## src/rtl/ad8251_autorange.sv

```systemverilog
// Two-channel auto gain-ranging controller for AD8251 PGAs: one ranging FSM per
// channel picks a gain code (0..3 = x1..x8) that keeps the window peak in band.
module ad8251_autorange_ch #(
  parameter int                   ADC_WIDTH     = 16,
  parameter logic [15:0]          WINDOW        = 16'd1000,
  parameter logic [ADC_WIDTH-2:0] HI_THRESH     = 24576,
  parameter logic [ADC_WIDTH-2:0] LO_THRESH     = 6144,
  parameter logic [15:0]          SETTLE_CYCLES = 16'd400
) (
  input  logic                 clk_in,
  input  logic                 rst_n_in,
  input  logic [ADC_WIDTH-1:0] adc_in,
  input  logic                 adc_valid_in,
  input  logic                 auto_in,
  input  logic [1:0]           manual_gain_in,
  output logic [1:0]           gain_out,
  output logic                 settling_out,
  output logic                 overrange_out
);
  localparam int MW = ADC_WIDTH - 1;
  localparam logic [MW-1:0] MAG_MAX  = '1;
  localparam logic [15:0]   WIN_LAST = WINDOW - 16'd1;

  typedef enum logic [1:0] {S_MANUAL, S_SETTLE, S_MEASURE} state_t;

  state_t         state;
  logic [15:0]    settle_cnt;
  logic [15:0]    samp_cnt;
  logic [MW-1:0]  peak;
  logic [ADC_WIDTH-1:0] neg;
  logic [MW-1:0]  mag;
  logic [MW-1:0]  pk_new;
  logic           clip;
  logic           win_end;

  // Saturating |x|: the most negative code folds onto the positive full scale.
  assign neg = ~adc_in + {{MW{1'b0}}, 1'b1};
  always_comb begin
    mag = adc_in[MW-1:0];
    if (adc_in[ADC_WIDTH-1])
      mag = (adc_in == {1'b1, {MW{1'b0}}}) ? MAG_MAX : neg[MW-1:0];
  end

  assign pk_new       = (mag > peak) ? mag : peak;
  assign clip         = (mag == MAG_MAX);
  assign win_end      = (samp_cnt == WIN_LAST);
  assign settling_out = (state == S_SETTLE);

  always_ff @(posedge clk_in or negedge rst_n_in) begin
    if (!rst_n_in) begin
      state         <= S_MANUAL;
      gain_out      <= 2'd0;
      overrange_out <= 1'b0;
      settle_cnt    <= 16'd0;
      samp_cnt      <= 16'd0;
      peak          <= '0;
    end else begin
      overrange_out <= 1'b0;
      if (!auto_in) begin
        state    <= S_MANUAL;
        gain_out <= manual_gain_in;
      end else begin
        unique case (state)
          S_MANUAL: begin
            state      <= S_SETTLE;
            settle_cnt <= SETTLE_CYCLES;
          end
          // <= 1 so a zero settle time still leaves after one cycle
          S_SETTLE: begin
            if (settle_cnt <= 16'd1) begin
              state    <= S_MEASURE;
              peak     <= '0;
              samp_cnt <= 16'd0;
            end else begin
              settle_cnt <= settle_cnt - 16'd1;
            end
          end
          S_MEASURE: begin
            if (adc_valid_in) begin
              if (clip && gain_out != 2'd0) begin
                gain_out   <= gain_out - 2'd1;
                state      <= S_SETTLE;
                settle_cnt <= SETTLE_CYCLES;
              end else begin
                overrange_out <= clip;
                if (win_end) begin
                  peak     <= '0;
                  samp_cnt <= 16'd0;
                  if (pk_new >= HI_THRESH && gain_out != 2'd0) begin
                    gain_out   <= gain_out - 2'd1;
                    state      <= S_SETTLE;
                    settle_cnt <= SETTLE_CYCLES;
                  end else if (pk_new < LO_THRESH && gain_out != 2'd3) begin
                    gain_out   <= gain_out + 2'd1;
                    state      <= S_SETTLE;
                    settle_cnt <= SETTLE_CYCLES;
                  end
                end else begin
                  peak     <= pk_new;
                  samp_cnt <= samp_cnt + 16'd1;
                end
              end
            end
          end
          default: state <= S_MANUAL;
        endcase
      end
    end
  end
endmodule

module ad8251_autorange #(
  parameter int                   ADC_WIDTH     = 16,
  parameter logic [15:0]          WINDOW        = 16'd1000,
  parameter logic [ADC_WIDTH-2:0] HI_THRESH     = 24576,
  parameter logic [ADC_WIDTH-2:0] LO_THRESH     = 6144,
  parameter logic [15:0]          SETTLE_CYCLES = 16'd400
) (
  input  logic                 clk_in,
  input  logic                 rst_n_in,
  input  logic [ADC_WIDTH-1:0] adc0_in,
  input  logic [ADC_WIDTH-1:0] adc1_in,
  input  logic                 adc_valid_in,
  input  logic                 auto0_in,
  input  logic                 auto1_in,
  input  logic [1:0]           manual_gain0_in,
  input  logic [1:0]           manual_gain1_in,
  output logic [1:0]           gain0_out,
  output logic [1:0]           gain1_out,
  output logic [1:0]           settling_out,
  output logic [1:0]           overrange_out
);
  localparam int NUM_CH = 2;

  logic [NUM_CH-1:0][ADC_WIDTH-1:0] adc;
  logic [NUM_CH-1:0][1:0]           man_gain;
  logic [NUM_CH-1:0][1:0]           gain;
  logic [NUM_CH-1:0]                auto_en;

  assign adc      = {adc1_in, adc0_in};
  assign man_gain = {manual_gain1_in, manual_gain0_in};
  assign auto_en  = {auto1_in, auto0_in};
  assign gain0_out = gain[0];
  assign gain1_out = gain[1];

  for (genvar i = 0; i < NUM_CH; i++) begin : g_ch
    ad8251_autorange_ch #(
      .ADC_WIDTH(ADC_WIDTH), .WINDOW(WINDOW), .HI_THRESH(HI_THRESH),
      .LO_THRESH(LO_THRESH), .SETTLE_CYCLES(SETTLE_CYCLES)
    ) u_ch (
      .clk_in        (clk_in),
      .rst_n_in      (rst_n_in),
      .adc_in        (adc[i]),
      .adc_valid_in  (adc_valid_in),
      .auto_in       (auto_en[i]),
      .manual_gain_in(man_gain[i]),
      .gain_out      (gain[i]),
      .settling_out  (settling_out[i]),
      .overrange_out (overrange_out[i])
    );
  end
endmodule

```

## config.mk

```make
export PLATFORM = sky130hd
export DESIGN_NAME = ad8251_autorange
export DESIGN_NICKNAME = d
export VERILOG_FILES = /design/src/rtl/ad8251_autorange.sv
export SDC_FILE = /design/constraint.sdc
export NUM_CORES = 1
export LEC_CHECK = 0
export ABC_AREA = 0
export BUFFER_PORTS_ARGS = -buffer_cell sky130_fd_sc_hd__buf_2
export CELL_PAD_IN_SITES_DETAIL_PLACEMENT = 0
export CELL_PAD_IN_SITES_GLOBAL_PLACEMENT = 1
export CORE_MARGIN = 2
export CORE_UTILIZATION = 48
export CTS_BUF_LIST = sky130_fd_sc_hd__clkbuf_2
export DETAILED_ROUTE_END_ITERATION = 6
export GPL_TIMING_DRIVEN = 0
export PLACE_DENSITY = 0.93
export SYNTH_ARGS = -nofsm -noshare
export SYNTH_HDL_FRONTEND = slang
export SYNTH_SLANG_ARGS = --single-unit
```

## constraint.sdc

```tcl
create_clock -name clk_in -period 3.7 [get_ports clk_in]
set_input_delay 0.74 -clock clk_in [delete_from_list [all_inputs] [get_ports clk_in]]
set_output_delay 0.74 -clock clk_in [all_outputs]
set_load 0.01 [all_outputs]
```

==> qor.yml, run 1 <==
run_status:
  status: "finished, violations left"
  violations: "negative setup slack"
synth:
  synth_edf_count: 0
  syn_avg_cell_area_um2: 8.44
  ys_async_sr_fraction_pct: 100
  synth_nets: 973
  synth-main-ff-cell: "dfrtp_1"
  synth_cell_type_count: 83
  yosys_warnings: 0
  synth_cells: 890
  yosys_register_bits: 104
  syn_area_um2: 7520
  yosysSeqAreaShare_pct: 34.6
flow_run:
  maxCapViolCount: 0
placed_design:
  io_buffers: 40
  dp_slack_ns: -1.26
  place_congestion: 0.852
  post_dp_cell_area_um2: 8350
  hpwl_um: 13000
  dp.cells: 1142
setup_path:
  crit_arrival_ns: 4.57
  cp.buffers_inverters: 2
  cp_max_fo: 7
  rr_worst_depth: 9
  start_kind: "input port"
  path_cells: "buf_8 -> or4_4 -> buf_4 -> o31a_1 -> or3_1 -> and2_4 -> ha_1 -> nand2_2 -> nor2_1 -> a2111oi_2 -> o31a_1 -> and3_1 -> a2111o_1 -> or3b_4 -> nand2_8 -> mux2_4"
  critical_path_required_ns: 4.29
  r2r_slack_ns: 0.13
  rr_startpoint: "g_ch[1].u_ch.settle_cnt[8]"
  cp-end-kind: "flip-flop"
  cp_common_cell: "o31a_1"
  worstSetupPathType: "in2reg"
  slowest_delay_ns: 0.55
  cp_slowest_cell: "or4_4"
  r2r_end: "g_ch[1].u_ch.settle_cnt[0]"
  crit_family: "simple AND/OR/NAND/NOR gates"
floorplan:
  coreArea_um2: 15300
  start_util_pct: 49.3
  die_area_um2: 16700
  die_x_um: 129
  die_h_um: 129
  io_pins: 49
  rows: 45
global_route:
  grt_max_degree: 70
  gr-total-overflow: 0
  top_usage_layer: "met2"
  grt_usage_pct: 23.0
  grt_use_met3_pct: 2.60
  globalRouteMet2Util_pct: 36.0
  grt_pass1_vias: 6346
  antenna_found_initial: 1
  grt_pass1_wl_um: 31400
  met1_usage_pct: 33.4
timing:
  hold_violations: 0
  rsz0062_at_grt: "yes"
  min_period_over_period_pct: 108
  fin_tns_setup_ns: -4.42
  layout_setup_ws_ns: -0.288
  slew_viol_final: 0
  slew_headroom_pct: 50.7
  skew_ns: 0.0509
  min_period_ns: 3.99
  fmax_mhz: 251
  setup_viol: 32
  worstMarginPinSlew_ns: 0.734
power:
  power.leakage_nw: 3.94
  power_density_nw_per_um2: 401
  vdd_drop_max_v: 0.000195
finish:
  finalNonFillerCells: 1208
  drive_gt1_share_pct: 25.0
  syn2layout_area_growth_pct: 26.1
  fin_nets: 1074
  finalInstanceArea_um2: 9480
  n_fill_cell: 1321
drt:
  drtPass1Iterations: 5
  drc: 0
  wl_per_cell_um: 16.5
  num_vias: 7218
  routed_wl_um: 19900
  vias_per_cell: 5.98
  drt_iter0_markers: 431
  antenna_left: 0
clock_tree:
  clk_pin_slew_ns: 0.32
  clk_latency_ns: 0.64
  cts_buffers: 9
  clock_sinks: 104
  clk_path_buf_depth: 2
  cts_tree: "built"
  root_buffer: "clkbuf_2"
  cts_max_level: 3
hold_path:
  min_from: "manual_gain1_in[1]"
  hold_depth: 2
  worstHoldEndpoint: "g_ch[1].u_ch.gain_out[1]"
  hp-class: "in2reg"
-- cell families (layout without fill, tap and decap cells) --
kind of cell | Yosys count | in the layout | share of synthesized area, %
AO/OA/AOI/OAI | 266 | 266 | 24.8
XOR/XNOR | 18 | 18 | 2.10
adder cells (fa/ha/maj) | 42 | 42 | 6.99
buffers and inverters | 109 | 215 | 5.99
flip-flops | 104 | 104 | 34.6
multiplexers | 8 | 8 | 1.10
other | 0 | 1 | 0
AND/OR/NAND/NOR | 343 | 343 | 24.4
-- registers in the layout, indices dropped and copies added, names as in the netlist --
register and count:
g_ch.u_ch.samp_cnt 32, g_ch.u_ch.settle_cnt 32, g_ch.u_ch.peak 30, g_ch.u_ch.gain_out 4, g_ch.u_ch.state 4, g_ch.u_ch.overrange_out 2
-- layout make-up --
| class | instances | area [um2] | area share (%) |
|---|---|---|---|
| Clock inverter | 7 | 103 | 1.08 |
| Inverter | 67 | 256 | 2.71 |
| Buffer | 38 | 303 | 3.20 |
| Tap cell | 211 | 264 | 2.79 |
| Sequential cell | 104 | 2600 | 27.5 |
| Antenna cell | 1 | 2.50 | 0.0264 |
| Timing Repair Buffer | 94 | 753 | 7.95 |
| Multi-Input combinational cell | 677 | 5150 | 54.3 |
| Clock buffer | 9 | 45.0 | 0.475 |
-- metrics by stage --
step / utilization [%] / total power, W / hold slack [ns]
final: 62.1 / 0.00380 / 0.311
after global routing: 62.1 / 0.00405 / 0.295
after CTS: 57.9 / 0.00354 / 0.267
after detailed placement: 54.7 / 0.00283 / 0.474
after global placement: 54.5 / 0.00280 / 0.473
after floorplan: - / 0.00247 / 0.444
-- where the power goes --
part / switching (W) / internal (W) / leakage, nW
clock network: 0.000433 / 0.000231 / 0.0831
registers: 0.000176 / 0.00131 / 1.39
logic: 0.000905 / 0.000751 / 2.47
total: 0.00151 / 0.00229 / 3.94
-- synth_stat cells, drive strengths merged (8+ instances only) --
master  instances  area [um2]
o31ai          25         188
or4            23         180
and3           17         106
nor2b           8        50.1
ha             42         526
buf            17         105
xor2            9        78.8
nor4           16         115
clkbuf         25        93.8
dfrtp         104        2600
nand3          29         150
a21oi          36         180
or3            19         119
nand2          78         295
nor2           71         269
o41ai           8        96.4
nand4           8        50.1
nand2b         15        93.8
a22o           29         254
a21o            8        60.1
a31oi          19         119
inv            65         244
o211ai          8        65.1
nor3           30         155
o21ai          71         355
xnor2           9        78.8
-- layout by cell type (no fill, tap or decap), types with 5 or more instances in the layout --
cell,count
a41oi_1,5
ha_1,37
o21ai_1,9
inv_1,62
o31a_1,6
ha_4,5
a21oi_2,12
a21oi_1,24
or3_1,18
nor2b_1,8
a31oi_1,15
nor3_4,5
nand3_2,9
or4_4,11
clkbuf_1,13
nor3_1,24
nor4_1,12
xor2_1,8
clkbuf_2,13
o31ai_1,22
nand2b_1,14
dfrtp_1,104
xnor2_1,9
nand4_1,8
buf_2,38
a21o_1,7
nor2_1,68
buf_4,46
buf_6,15
or4_1,12
a22o_1,29
o211ai_1,7
o21ai_0,60
buf_8,6
and3_1,17
nand3_1,20
nand2_1,71
-- per-layer routing --
metal | wire length, um | vias to the layer above | share of wire, %
met5 | 0 | - | 0
met4 | 361 | 0 | 1.8
met3 | 555 | 29 | 2.8
met2 | 9560 | 147 | 48
met1 | 9420 | 3518 | 47
li1 | - | 3524 | -
-- repair_timing --
action / 4_1_cts / 5_1_grt
endpoints found under the hold margin: 28 / 0
gates cloned: 0 / 4
hold buffers: 1 / 0
gates resized for setup: 43 / 78
pin swaps: 24 / 33
setup endpoints to repair: 76 / 67
setup buffers: 24 / 25
-- worst max path at each step --
| stage | endpoint | slack, ns | cells past startpoint | startpoint |
|---|---|---|---|---|
| 2_1_floorplan | g_ch[0].u_ch.settle_cnt[1] | -0.73 | 16 | adc0_in[4] |
| 3_3_place_gp | g_ch[0].u_ch.settle_cnt[1] | -1.20 | 18 | adc0_in[1] |
| 3_5_place_dp | g_ch[0].u_ch.settle_cnt[1] | -1.26 | 16 | adc0_in[5] |
| 4_1_cts | g_ch[0].u_ch.settle_cnt[1] | -0.20 | 16 | adc0_in[0] |
| 5_1_grt | g_ch[0].u_ch.settle_cnt[10] | -0.31 | 17 | adc0_in[6] |
| 6_report | g_ch[0].u_ch.settle_cnt[1] | -0.29 | 16 | adc0_in[6] |
(Power assumes the default switching activity.)
==> run 2: changes to the inputs <==
--- a/config.mk
+++ b/config.mk
@@ -10,11 +10,12 @@
 export CELL_PAD_IN_SITES_DETAIL_PLACEMENT = 0
 export CELL_PAD_IN_SITES_GLOBAL_PLACEMENT = 1
 export CORE_MARGIN = 2
-export CORE_UTILIZATION = 48
+export CORE_UTILIZATION = 44
 export CTS_BUF_LIST = sky130_fd_sc_hd__clkbuf_2
 export DETAILED_ROUTE_END_ITERATION = 6
 export GPL_TIMING_DRIVEN = 0
-export PLACE_DENSITY = 0.93
+export PLACE_DENSITY_LB_ADDON = 0.1
+export SKIP_LAST_GASP = 1
 export SYNTH_ARGS = -nofsm -noshare
 export SYNTH_HDL_FRONTEND = slang
 export SYNTH_SLANG_ARGS = --single-unit
==> constraint.sdc (replaced) <==
create_clock -name clk_in -period 3.3 [get_ports clk_in]
set_input_delay 0.66 -clock clk_in [delete_from_list [all_inputs] [get_ports clk_in]]
set_output_delay 0.66 -clock clk_in [all_outputs]
set_load 0.01 [all_outputs]
==> run 2 against run 1 <==
- the flow still finishes with violations (negative setup slack)
- flip-flop and latch count stayed put
- first-iteration DRC count increased by 18%
- non-clock buffer count rose by 35
- register-to-register slack worse by 0.18 ns
- largest cell class unchanged
- sequential share of layout area fell by 2.0 points
- clock power down 18%
- sequential power grew 14%
- critical path depth unchanged
- wire length rose by 9.6%
- setup slack lost 0.39 ns
==> qor.yml, run 2 (synthesis gave the netlist of run 1 again) <==
setup_path:
  cp_slowest_cell: "or4_4"
  cp_max_fo: 4
  cp-end-kind: "flip-flop"
  start_kind: "input port"
  cp.buffers_inverters: 2
  slowest_delay_ns: 0.57
  rr_startpoint: "g_ch[1].u_ch.settle_cnt[9]"
  rr_worst_depth: 9
  crit_family: "simple AND/OR/NAND/NOR gates"
  path_cells: "buf_6 -> or4_4 -> buf_6 -> o31a_1 -> or3_1 -> and2_4 -> ha_4 -> nand2_4 -> nor2_4 -> a2111oi_4 -> o31a_1 -> a2111oi_4 -> a2111o_1 -> or3b_4 -> nand2_8 -> mux2_4"
  crit_arrival_ns: 4.52
  r2r_end: "g_ch[1].u_ch.settle_cnt[14]"
  worstSetupPathType: "in2reg"
  r2r_slack_ns: -0.05
  critical_path_required_ns: 3.85
finish:
  final_util_pct: 61.5
  multi_input_area_um2: 5580
  syn2layout_area_growth_pct: 36.1
  finalNonFillerCells: 1251
  final_cell_mix: "104 x dfrtp_1, 75 x buf_4, 67 x nor2_1"
  fin_nets: 1109
  finalInstanceArea_um2: 10200
  largestRegisters: "g_ch.u_ch.samp_cnt: 32 flops, g_ch.u_ch.settle_cnt: 32 flops, g_ch.u_ch.peak: 30 flops"
  diodes: 0
  n_fill_cell: 1386
  drive_gt1_share_pct: 32.5
  layout.area.seq_um2: 2600
  final_common_cell: "dfrtp_1"
placed_design:
  dp.cells: 1151
  dp_slack_ns: -1.56
  place_congestion: 0.887
  post_dp_cell_area_um2: 8450
  hpwl_um: 13700
  io_buffers: 40
clock_tree:
  clk_latency_ns: 0.64
  cts_buffers: 9
  cts_max_level: 3
  clock_sinks: 104
  cts_hold_buf: 0
  cts_tree: "built"
  root_buffer: "clkbuf_2"
  clk_pin_slew_ns: 0.31
  clk_path_buf_depth: 2
timing:
  worstMarginPinSlew_ns: 0.883
  min_period_ns: 3.97
  min_period_over_period_pct: 120
  slew_viol_final: 0
  hold_slack_ns: 0.0537
  slew_headroom_pct: 41.1
  layout_setup_ws_ns: -0.674
  setup_viol: 56
  rsz0062_at_grt: "yes"
  hold_violations: 0
  fmax_mhz: 252
  skew_ns: 0.0427
power:
  internal_power_w: 0.00260
  power_density_nw_per_um2: 434
  power_frac_comb_pct: 49.9
  switchingPower_w: 0.00184
  pwr-share-clk_pct: 12.3
  netSwitchingFraction_pct: 41.4
  vdd_drop_max_v: 0.000548
  power.leakage_nw: 4.20
  seqPwrFrac_pct: 37.8
global_route:
  grt_max_degree: 65
  grt_pass1_vias: 7067
  grt_usage_pct: 23.1
  gr-total-overflow: 0
  antenna_found_initial: 0
  grt_pass1_wl_um: 34600
drt:
  num_vias: 7481
  wl_per_cell_um: 17.4
  vias_per_cell: 5.98
  routed_wl_um: 21800
  drc: 0
  antenna_left: 0
  drt_iter0_markers: 509
  drtPass1Iterations: 6
run_status:
  violations: "negative setup slack"
  status: "finished, violations left"
floorplan:
  die_x_um: 135
  rows: 47
  die_h_um: 135
  die_area_um2: 18100
  start_util_pct: 45.2
  io_pins: 49
  coreArea_um2: 16600
hold_path:
  hp-class: "in2async"
flow_run:
  maxCapViolCount: 0
-- run 2: final cells by class --
cell class	count	area share, %
sequential	104	25.4
clock buffer	11	0.538
inverter	67	2.54
tap	220	2.69
buffer	38	3.52
clock inverter	5	0.232
timing repair buffer	129	10.5
multi-input combinational	677	54.5
-- run 2: per-layer routing --
metal  vias to the layer above  wire, um  global-route usage [%]
li1                       3584         -                       -
met1                      3708     10000                    32.3
met2                       167     10600                    37.6
met3                        22       924                    4.17
met4                         0       192                    4.97
met5                         -         0                       0
-- run 2: worst max-delay path by stage --
stage / from / end / depth (start not counted)
3_5_place_dp: adc0_in[5] / g_ch[0].u_ch.settle_cnt[1] / 16
3_3_place_gp: adc0_in[5] / g_ch[0].u_ch.settle_cnt[1] / 16
4_1_cts: adc0_in[5] / g_ch[0].u_ch.settle_cnt[1] / 16
2_1_floorplan: adc0_in[4] / g_ch[0].u_ch.settle_cnt[1] / 16
6_report: adc0_in[4] / g_ch[0].u_ch.settle_cnt[1] / 16
5_1_grt: adc0_in[4] / g_ch[0].u_ch.settle_cnt[1] / 16
-- run 2: repair_timing --
item,4_1_cts,5_1_grt
endpoints found under the setup margin,89,85
pin swaps,46,77
setup buffers,47,37
cloned,5,3
resized for setup,84,134
-- run 2: power by group through the flow --
stage	logic, W	clock network (W)	registers, W
floorplan	0.00117	0	0.00163
global placement	0.00149	0	0.00166
detailed placement	0.00153	0	0.00167
CTS	0.00185	0.000571	0.00165
global route	0.00241	0.000621	0.00170
finish	0.00222	0.000547	0.00168
-- run 2: stage by stage --
step	setup TNS (ns)	power (W)
after floorplan	-38.63	0.00280
final	-19.03	0.00444
after global placement	-103.79	0.00316
after detailed placement	-107.47	0.00320
after CTS	-15.27	0.00407
after global routing	-21.82	0.00473
